==> src/rtl/tank_sprite_scheduler.sv <==
// Two-tank sprite scheduler: box test, single ROM port arbitration,
// two-cycle pixel pipeline and frame-synchronous position updates.

module tank_sprite_scheduler #(
    parameter int unsigned SPR_DIM    = 32,
    parameter int unsigned H_LAST     = 639,
    parameter int unsigned V_LAST     = 479,
    parameter logic [3:0]  TRANSP_IDX = 4'h0
) (
    input  logic        vga_clk,
    input  logic        reset_n,
    input  logic [9:0]  DrawX,
    input  logic [9:0]  DrawY,
    input  logic        blank,
    input  logic [9:0]  t1_x,
    input  logic [9:0]  t1_y,
    input  logic [9:0]  t2_x,
    input  logic [9:0]  t2_y,
    input  logic        pos_valid,
    output logic        pos_ready,
    output logic [10:0] rom_address,
    input  logic [3:0]  rom_q,
    output logic [3:0]  pix_idx,
    output logic        pix_hit,
    output logic [1:0]  pix_src,
    output logic        collide
);

    typedef enum logic [1:0] {
        IDLE    = 2'd0,
        PENDING = 2'd1,
        COMMIT  = 2'd2
    } state_t;

    state_t     state_q, state_d;
    logic [9:0] cur1_x_q, cur1_y_q, cur2_x_q, cur2_y_q;
    logic [9:0] cur1_x_d, cur1_y_d, cur2_x_d, cur2_y_d;
    logic [9:0] sh1_x_q, sh1_y_q, sh2_x_q, sh2_y_q;
    logic [9:0] sh1_x_d, sh1_y_d, sh2_x_d, sh2_y_d;

    logic       frame_end;
    logic       in1, in2, overlap;
    logic [1:0] grant;
    logic [4:0] rel_x, rel_y;
    logic [1:0] grant_q;
    logic       blank_q;
    logic [3:0] pix_idx_d;
    logic       pix_hit_d;
    logic [1:0] pix_src_d;
    logic       ovl_q, ovl_d, collide_d;

    assign frame_end = (DrawX == 10'(H_LAST)) && (DrawY == 10'(V_LAST));

    // Update FSM: capture into shadow, hold until frame end, then commit
    always_comb begin
        state_d   = state_q;
        pos_ready = 1'b0;
        cur1_x_d  = cur1_x_q;
        cur1_y_d  = cur1_y_q;
        cur2_x_d  = cur2_x_q;
        cur2_y_d  = cur2_y_q;
        sh1_x_d   = sh1_x_q;
        sh1_y_d   = sh1_y_q;
        sh2_x_d   = sh2_x_q;
        sh2_y_d   = sh2_y_q;
        unique case (state_q)
            IDLE: begin
                pos_ready = 1'b1;
                if (pos_valid) begin
                    sh1_x_d = t1_x;
                    sh1_y_d = t1_y;
                    sh2_x_d = t2_x;
                    sh2_y_d = t2_y;
                    state_d = PENDING;
                end
            end
            PENDING: begin
                if (frame_end) state_d = COMMIT;
            end
            COMMIT: begin
                cur1_x_d = sh1_x_q;
                cur1_y_d = sh1_y_q;
                cur2_x_d = sh2_x_q;
                cur2_y_d = sh2_y_q;
                state_d  = IDLE;
            end
            default: state_d = IDLE;
        endcase
    end

    // State, live and shadow position registers
    always_ff @(posedge vga_clk or negedge reset_n) begin
        if (!reset_n) begin
            state_q  <= IDLE;
            cur1_x_q <= 10'd64;
            cur1_y_q <= 10'd224;
            cur2_x_q <= 10'd544;
            cur2_y_q <= 10'd224;
            sh1_x_q  <= 10'd64;
            sh1_y_q  <= 10'd224;
            sh2_x_q  <= 10'd544;
            sh2_y_q  <= 10'd224;
        end else begin
            state_q  <= state_d;
            cur1_x_q <= cur1_x_d;
            cur1_y_q <= cur1_y_d;
            cur2_x_q <= cur2_x_d;
            cur2_y_q <= cur2_y_d;
            sh1_x_q  <= sh1_x_d;
            sh1_y_q  <= sh1_y_d;
            sh2_x_q  <= sh2_x_d;
            sh2_y_q  <= sh2_y_d;
        end
    end

    // Box tests in 11 bits so boxes near 1023 do not wrap
    assign in1 = ({1'b0, DrawX} >= {1'b0, cur1_x_q})
              && ({1'b0, DrawX} <  {1'b0, cur1_x_q} + 11'(SPR_DIM))
              && ({1'b0, DrawY} >= {1'b0, cur1_y_q})
              && ({1'b0, DrawY} <  {1'b0, cur1_y_q} + 11'(SPR_DIM));
    assign in2 = ({1'b0, DrawX} >= {1'b0, cur2_x_q})
              && ({1'b0, DrawX} <  {1'b0, cur2_x_q} + 11'(SPR_DIM))
              && ({1'b0, DrawY} >= {1'b0, cur2_y_q})
              && ({1'b0, DrawY} <  {1'b0, cur2_y_q} + 11'(SPR_DIM));
    assign overlap = blank && in1 && in2;

    // Fixed-priority ROM grant: tank1 wins when both boxes cover the pixel
    always_comb begin
        grant = 2'b00;
        if (in1)      grant = 2'b01;
        else if (in2) grant = 2'b10;
    end

    assign rel_x = DrawX[4:0] - (grant[1] ? cur2_x_q[4:0] : cur1_x_q[4:0]);
    assign rel_y = DrawY[4:0] - (grant[1] ? cur2_y_q[4:0] : cur1_y_q[4:0]);
    assign rom_address = ((grant != 2'b00) && blank)
                       ? {grant[1], rel_y, rel_x} : 11'h000;

    // Output decode of the delayed grant against the returned ROM data
    always_comb begin
        pix_idx_d = 4'h0;
        pix_hit_d = 1'b0;
        pix_src_d = 2'b00;
        if ((grant_q != 2'b00) && blank_q) begin
            pix_src_d = grant_q;
            pix_idx_d = rom_q;
            pix_hit_d = (rom_q != TRANSP_IDX);
        end
    end

    // Overlap sticky flag, reported once at frame end
    always_comb begin
        ovl_d     = ovl_q | overlap;
        collide_d = 1'b0;
        if (frame_end) begin
            ovl_d     = 1'b0;
            collide_d = ovl_q | overlap;
        end
    end

    // Pixel pipeline and collision registers, no stall
    always_ff @(posedge vga_clk or negedge reset_n) begin
        if (!reset_n) begin
            grant_q <= 2'b00;
            blank_q <= 1'b0;
            pix_idx <= 4'h0;
            pix_hit <= 1'b0;
            pix_src <= 2'b00;
            ovl_q   <= 1'b0;
            collide <= 1'b0;
        end else begin
            grant_q <= grant;
            blank_q <= blank;
            pix_idx <= pix_idx_d;
            pix_hit <= pix_hit_d;
            pix_src <= pix_src_d;
            ovl_q   <= ovl_d;
            collide <= collide_d;
        end
    end

endmodule

==> config.mk <==
export PLATFORM = sky130hd
export DESIGN_NAME = tank_sprite_scheduler
export DESIGN_NICKNAME = d
export VERILOG_FILES = /design/src/rtl/tank_sprite_scheduler.sv
export SDC_FILE = /design/constraint.sdc
export NUM_CORES = 1
export LEC_CHECK = 0
export BUFFER_PORTS_ARGS = -buffer_cell sky130_fd_sc_hd__buf_2
export CORE_MARGIN = 1
export CORE_UTILIZATION = 58
export CTS_CLUSTER_SIZE = 16
export DETAILED_ROUTE_END_ITERATION = 7
export PLACE_DENSITY = 0.81
export SLEW_MARGIN = 40
export SYNTH_ARGS = -nofsm -noshare
export SYNTH_HDL_FRONTEND = slang
export SYNTH_SLANG_ARGS = --single-unit
==> constraint.sdc <==
create_clock -name vga_clk -period 5.3 [get_ports vga_clk]
set_input_delay 0.53 -clock vga_clk [delete_from_list [all_inputs] [get_ports vga_clk]]
set_output_delay 0.53 -clock vga_clk [all_outputs]
set_load 0.1 [all_outputs]
==> flow_summary.json, run 1 <==
{
  "path_class": "reg -> out",
  "tritoncts": "yes",
  "ys.flop_type": "dfrtp_1",
  "syn_area_um2": 5680,
  "firstDrtPassIters": 5,
  "clock_latency_ns": 0.36,
  "gp_congestion": 0.833,
  "fmax_ghz": 0.191,
  "yosysSeqAreaShare_pct": 41.8,
  "clock-root-buffer": "clkbuf_8",
  "p_per_area_nw_per_um2": 215,
  "cp_common_cell": "ha_1",
  "stdcell_count": 781,
  "status": "finished, final reports clean",
  "io_pins": 88,
  "finalCriticalPeriod_ns": 5.24,
  "grt_overflow": 0,
  "grt_first_pass_wirelength_mm": 21.9,
  "die_w_um": 101,
  "stdcell_area_um2": 6720,
  "portBuffers": 87,
  "drc": 0,
  "slowest_stage": "dfstp_2",
  "async_reset_ff_share_pct": 100,
  "wl_mm": 13.4,
  "maxCapViolations": 0,
  "htreeDepth": 3,
  "critPathMaxFanout": 4,
  "crit_path_end_kind": "primary output",
  "rows": 35,
  "yosysWarnings": 0,
  "cts_buffer_depth": 2,
  "r2r_slack_ns": 2.34,
  "vias_per_cell": 5.74,
  "clock-skew-final_ns": 0.00687,
  "muxShareOfSynthArea_pct": 10.2,
  "synth_edf_count": 0,
  "hp-class": "in -> async",
  "vias": 4480,
  "syn_inst": 547,
  "synth_cell_types": 49,
  "finalNetCount": 789,
  "setup_violations": 0,
  "dieHeight_um": 101,
  "leakage_nw": 3.16,
  "die_area_um2": 10200,
  "timing.hold.ws_ns": 0.126,
  "peakVddDrop_mv": 0.159,
  "rsz0062_at_grt": "yes",
  "grt_max_degree": 77,
  "dp.cells": 751,
  "grt_usage_pct": 27.9,
  "synth_compound_area_share_pct": 13.4,
  "path_buf_inv": 3,
  "synth_fa_ha_area_share_pct": 16.6,
  "synth.most_common_cell": "dfrtp_1",
  "hold_viol": 0,
  "hpwl_mm": 9.47,
  "diodes": 0,
  "syn_area_per_cell_um2": 10.4,
  "critical_path_required_ns": 4.77,
  "cts_made_buffers": 9,
  "synth.area.top_cells": "dfrtp_1, ha_1, mux2_2",
  "cts.clk_slew.worst_paths_ns": 0.09,
  "synth_xor_area_share_pct": 2.47,
  "routedWlPerCell_um": 17.2,
  "start_util_pct": 60.6,
  "grt_pass1_vias": 4669,
  "cp-start-kind": "flip-flop",
  "core-area_um2": 9370,
  "ys_ff_latch": 94,
  "clock-sinks": 94,
  "n_fill_cell": 692,
  "drv_slew": 0,
  "cp.arrival_ns": 4.71,
  "place_area_um2": 6280,
  "synth_simple_gate_area_share_pct": 11.0,
  "synth.largest_area_cell": "dfrtp_1",
  "tightestPinTransition_ns": 0.707,
  "area_growth_pct": 18.2,
  "ant_nets": 0,
  "max_stage_delay_ns": 0.59,
  "synth_top_area_share_pct": 33.5,
  "finalSetupTns_ns": 0,
  "maxSlewHeadroom_pct": 52.9,
  "drive_above_1_share_pct": 32.7,
  "finalCritPeriodShare_pct": 98.9,
  "synth_fp_nets": 689,
  "drt_iter0_drc": 188,
  "worstPathCellList": "ha_4 -> nand3_2 -> xnor2_1 -> ha_1 -> a21oi_2 -> o2bb2ai_2 -> a21o_1 -> nand4_1 -> a31oi_4 -> buf_6 -> mux2i_1 -> ha_1 -> nor2b_2 -> o21ai_1 -> nand2b_1 -> xnor2_2 -> buf_4 -> a211oi_2 -> buf_12",
  "synth_common_cells": "dfrtp_1, ha_1, o21ai_0",
  "antenna_found_initial": 0,
  "cpLargestDelayFamily": "compound AO/OA/AOI/OAI gates",
  "synth_top_family_by_area": "adder cells"
}
## cells in the final DEF, fill, tap and decap left out, types with 4 or more instances in the layout
| cell type | n |
|---|---|
| nor2b_1 | 4 |
| a221oi_2 | 4 |
| nand4_1 | 5 |
| inv_1 | 50 |
| buf_2 | 84 |
| xnor2_1 | 12 |
| nor3_1 | 6 |
| nand3_1 | 15 |
| mux2i_1 | 4 |
| ha_1 | 69 |
| dfrtp_1 | 76 |
| buf_4 | 16 |
| nor2_1 | 23 |
| a21oi_1 | 20 |
| and2_1 | 6 |
| nand2_1 | 48 |
| o21ai_0 | 50 |
| dfstp_2 | 18 |
| nand2b_1 | 7 |
| clkbuf_8 | 11 |
| mux2_2 | 44 |
| a21o_1 | 14 |
## metrics by stage
stage               utilization (%)  setup slack [ns]  total power [mW]
floorplan                         -            -0.101             0.853
global placement               67.0             0.453             0.927
detailed placement             67.0             0.210             0.935
CTS                            69.8           0.00312              1.44
global route                   71.7            -0.120              1.50
finish                         71.7            0.0593              1.45
## worst paths after layout
kind,from,endpoint,cells past startpoint
max in group asynchronous,reset_n,cur2_y_q[8]$_DFFE_PN0N_,2
worst max register to register,cur1_x_q[6]$_DFFE_PN1N_,collide$_DFF_PN0_,10
min in group vga_clk,blank,blank_q$_DFF_PN0_,1
worst max-delay path,cur2_x_q[5]$_DFFE_PN1N_,rom_address[9],19
worst min-delay path,reset_n,pix_idx[2]$_DFF_PN0_,1
worst min register to register,sh1_x_q[8]$_DFFE_PN0P_,cur1_x_q[8]$_DFFE_PN0N_,2
## layout make-up
cell class / count / area [um^2] / share of cell area (%)
clock buffers: 12 / 155 / 2.31
clock inverters: 4 / 55.1 / 0.820
inverters: 50 / 188 / 2.79
multi-input cells: 388 / 3180 / 47.3
flip-flops and latches: 94 / 2370 / 35.4
well taps: 129 / 161 / 2.40
repair buffers: 104 / 603 / 8.98
## logic make-up (layout without fill, tap and decap cells)
| group | Yosys count | count (layout) |
|---|---|---|
| XOR/XNOR | 16 | 16 |
| multiplexers | 52 | 52 |
| AND/OR/NAND/NOR | 130 | 130 |
| flip-flops | 94 | 94 |
| buffers and inverters | 65 | 170 |
| AO/OA/AOI/OAI | 116 | 116 |
| adder cells (fa/ha/maj) | 74 | 74 |
## worst register-to-register path, stage by stage (launching register included)
cell and delay [ns]:
dfstp_2 0.56, ha_1 0.18, nand3_1 0.10, xnor2_1 0.14, ha_1 0.30, a21oi_1 0.20, o311ai_1 0.17, a221oi_2 0.34
and3_1 0.52, a31oi_1 0.19, nor2_1 0.19
## registers in the layout, summed over array words and instances (netlist names)
register / cells
pix_hit: 1
grant_q: 2
sh1_x_q: 10
cur1_x_q: 10
state_q: 2
collide: 1
blank_q: 1
sh1_y_q: 10
cur2_x_q: 10
sh2_y_q: 10
ovl_q: 1
cur2_y_q: 10
pix_src: 2
pix_idx: 4
sh2_x_q: 10
cur1_y_q: 10
## layer usage
metal,part of all wire [%],up-vias,global-route usage (%)
met5,0,-,0
met4,2.3,0,12.3
met3,5.0,24,3.47
met2,50,152,47.4
met1,42,2197,35.9
li1,-,2107,-
## where the power goes
group | total (mW) | switching, mW | internal (mW)
clock | 0.507 | 0.260 | 0.246
sequential | 0.723 | 0.00135 | 0.721
combinational | 0.216 | 0.135 | 0.0812
total | 1.45 | 0.396 | 1.05
## repair_timing
| action | CTS | global route |
|---|---|---|
| hold buffers | 0 | 0 |
| resized for setup | 5 | 21 |
| buffers inserted | 4 | 10 |
| setup endpoints to repair | 2 | 2 |
| pin swaps | 4 | 7 |
Note: power is estimated with default switching activity, not from simulation.
==> run 2, diff against run 1 <==
--- a/config.mk
+++ b/config.mk
@@ -10,7 +10,7 @@
 export CORE_UTILIZATION = 58
 export CTS_CLUSTER_SIZE = 16
 export DETAILED_ROUTE_END_ITERATION = 7
-export PLACE_DENSITY = 0.81
+export PLACE_DENSITY = 0.77
 export SLEW_MARGIN = 40
 export SYNTH_ARGS = -nofsm -noshare
 export SYNTH_HDL_FRONTEND = slang
==> flow_summary.json, run 2 (same netlist as run 1, synthesis figures left out) <==
{
  "status": "finished, final reports clean",
  "antenna_found_initial": 0,
  "grt_usage_pct": 26.4,
  "r2r-end": "collide$_DFF_PN0_",
  "finalNetCount": 785,
  "portBuffers": 87,
  "clock-skew-final_ns": 0.0139,
  "cpLargestDelayFamily": "compound AO/OA/AOI/OAI gates",
  "cp.arrival_ns": 4.63,
  "core-area_um2": 9370,
  "cts.clk_slew.worst_paths_ns": 0.10,
  "maxSlewHeadroom_pct": 60.6,
  "path_buf_inv": 1,
  "drt_iter0_drc": 163,
  "routedWlPerCell_um": 16.2,
  "gp_congestion": 0.906,
  "rsz0062_at_grt": "yes",
  "wl_mm": 12.6,
  "crit_path_end_kind": "primary output",
  "firstDrtPassIters": 4,
  "diodes": 0,
  "dpl_worst_slack_ns": 0.315,
  "vias_per_cell": 5.65,
  "n_fill_cell": 738,
  "clock_latency_ns": 0.37,
  "cp-start-kind": "flip-flop",
  "maxCapViolations": 0,
  "peakVddDrop_mv": 0.156,
  "max_stage_delay_ns": 0.61,
  "fmax_ghz": 0.194,
  "layout_common_cells": "buf_2, dfrtp_1, ha_1",
  "critPathMaxFanout": 5,
  "ant_nets": 0,
  "worstPathCellList": "ha_4 -> nand3_4 -> xnor2_2 -> ha_1 -> a21oi_2 -> o2bb2ai_1 -> a21o_1 -> nand4_1 -> a31oi_4 -> mux2_4 -> ha_2 -> fa_2 -> nor2b_4 -> o21ai_1 -> nand2b_1 -> xnor2_2 -> a221oi_2 -> a211oi_2 -> buf_12",
  "start_util_pct": 60.6,
  "worst_slack_ns": 0.140,
  "dieHeight_um": 101,
  "htreeDepth": 3,
  "cts_buffer_depth": 2,
  "mostFrequentLayoutCell": "buf_2",
  "path_class": "reg -> out",
  "clock-root-buffer": "clkbuf_8",
  "grt_max_degree": 65,
  "r2r_slack_ns": 2.46,
  "finalCriticalPeriod_ns": 5.16,
  "drive_above_1_share_pct": 32.9,
  "hold_viol": 0,
  "p_per_area_nw_per_um2": 208,
  "drc": 0,
  "grt_first_pass_wirelength_mm": 20.5,
  "die_area_um2": 10200,
  "leakage_nw": 3.13,
  "area_growth_pct": 17.5,
  "cp_common_cell": "xnor2_2",
  "hpwl_mm": 9.37,
  "final_util_pct": 71.2,
  "vias": 4392,
  "rows": 35,
  "drv_slew": 0,
  "hp-class": "in -> async",
  "finalCritPeriodShare_pct": 97.4,
  "r2r.worst_path.cells": 10,
  "critical_path_required_ns": 4.77,
  "clock-sinks": 94,
  "cts_made_buffers": 9,
  "setup_violations": 0,
  "finalSetupTns_ns": 0,
  "slowest_stage": "dfstp_2",
  "io_pins": 88,
  "r2r-start": "cur1_x_q[6]$_DFFE_PN1N_",
  "tritoncts": "yes",
  "grt_overflow": 0,
  "grt_pass1_vias": 4408,
  "die_w_um": 101,
  "tightestPinTransition_ns": 0.591
}
-- run 2: cell count changes in the layout (fill, tap and decap cells not counted), sizes merged --
cell | previous run | this run
buf | 104 | 100
clkinv | 2 | 3
clkbuf | 12 | 11
clkinvlp | 1 | 2
bufinv | 1 | 0
-- run 2: final cells by class --
| cell class | count | area (um^2) | area share [%] |
|---|---|---|---|
| sequential | 94 | 2370 | 35.6 |
| inverter | 50 | 188 | 2.81 |
| clock buffer | 11 | 151 | 2.27 |
| clock inverter | 5 | 33.8 | 0.506 |
| tap | 129 | 161 | 2.42 |
| multi-input combinational | 388 | 3190 | 47.8 |
| timing repair buffer | 100 | 577 | 8.64 |
-- run 2: worst max-delay path by stage --
stage,from,endpoint,cells after the start,slack [ns]
floorplan,cur2_x_q[5]$_DFFE_PN1N_,rom_address[4],19,-0.10
global placement,DrawY[0],rom_address[9],19,0.57
detailed placement,cur2_x_q[5]$_DFFE_PN1N_,rom_address[4],19,0.32
CTS,cur2_x_q[5]$_DFFE_PN1N_,rom_address[9],20,0.02
global route,cur2_x_q[5]$_DFFE_PN1N_,rom_address[9],20,-0.02
finish,cur2_x_q[5]$_DFFE_PN1N_,rom_address[4],19,0.14
-- run 2: what timing repair did --
action | CTS | global route
gates cloned | 0 | 0
pin swaps | 2 | 13
buffers inserted | 2 | 7
gates resized for setup | 1 | 28
hold buffers | 0 | 0
setup endpoints to repair | 1 | 2
-- run 2: worst register-to-register path: cells and delay by family, from the launching register on --
family          cells  cell delay, ns
compound gates      4            0.87
xor+xnor            1            0.14
fa+ha+maj           2            0.50
simple gates        3            0.72
flops               1            0.55
-- run 2: per-stage QoR --
step	hold slack, ns	instances	area, um^2	power (mW)
CTS	0.0831	770	6490	1.39
finish	0.0744	777	6680	1.39
global placement	0.455	752	6290	0.927
floorplan	0.234	547	5690	0.853
global route	0.0936	777	6680	1.45
detailed placement	0.467	752	6290	0.934
-- run 2: metal layers --
layer  GRT usage, %  part of all wire (%)
met1           35.0                    45
met3           4.30                   4.8
met2           43.5                    49
met4           9.92                   1.4
met5              0                     0
-- run 2: power breakdown --
| part | leakage (nW) | switching, mW | internal, mW |
|---|---|---|---|
| Clock | 0.0913 | 0.261 | 0.196 |
| Sequential | 1.24 | 0.00135 | 0.721 |
| Combinational | 1.80 | 0.132 | 0.0798 |
| Total | 3.13 | 0.395 | 0.997 |
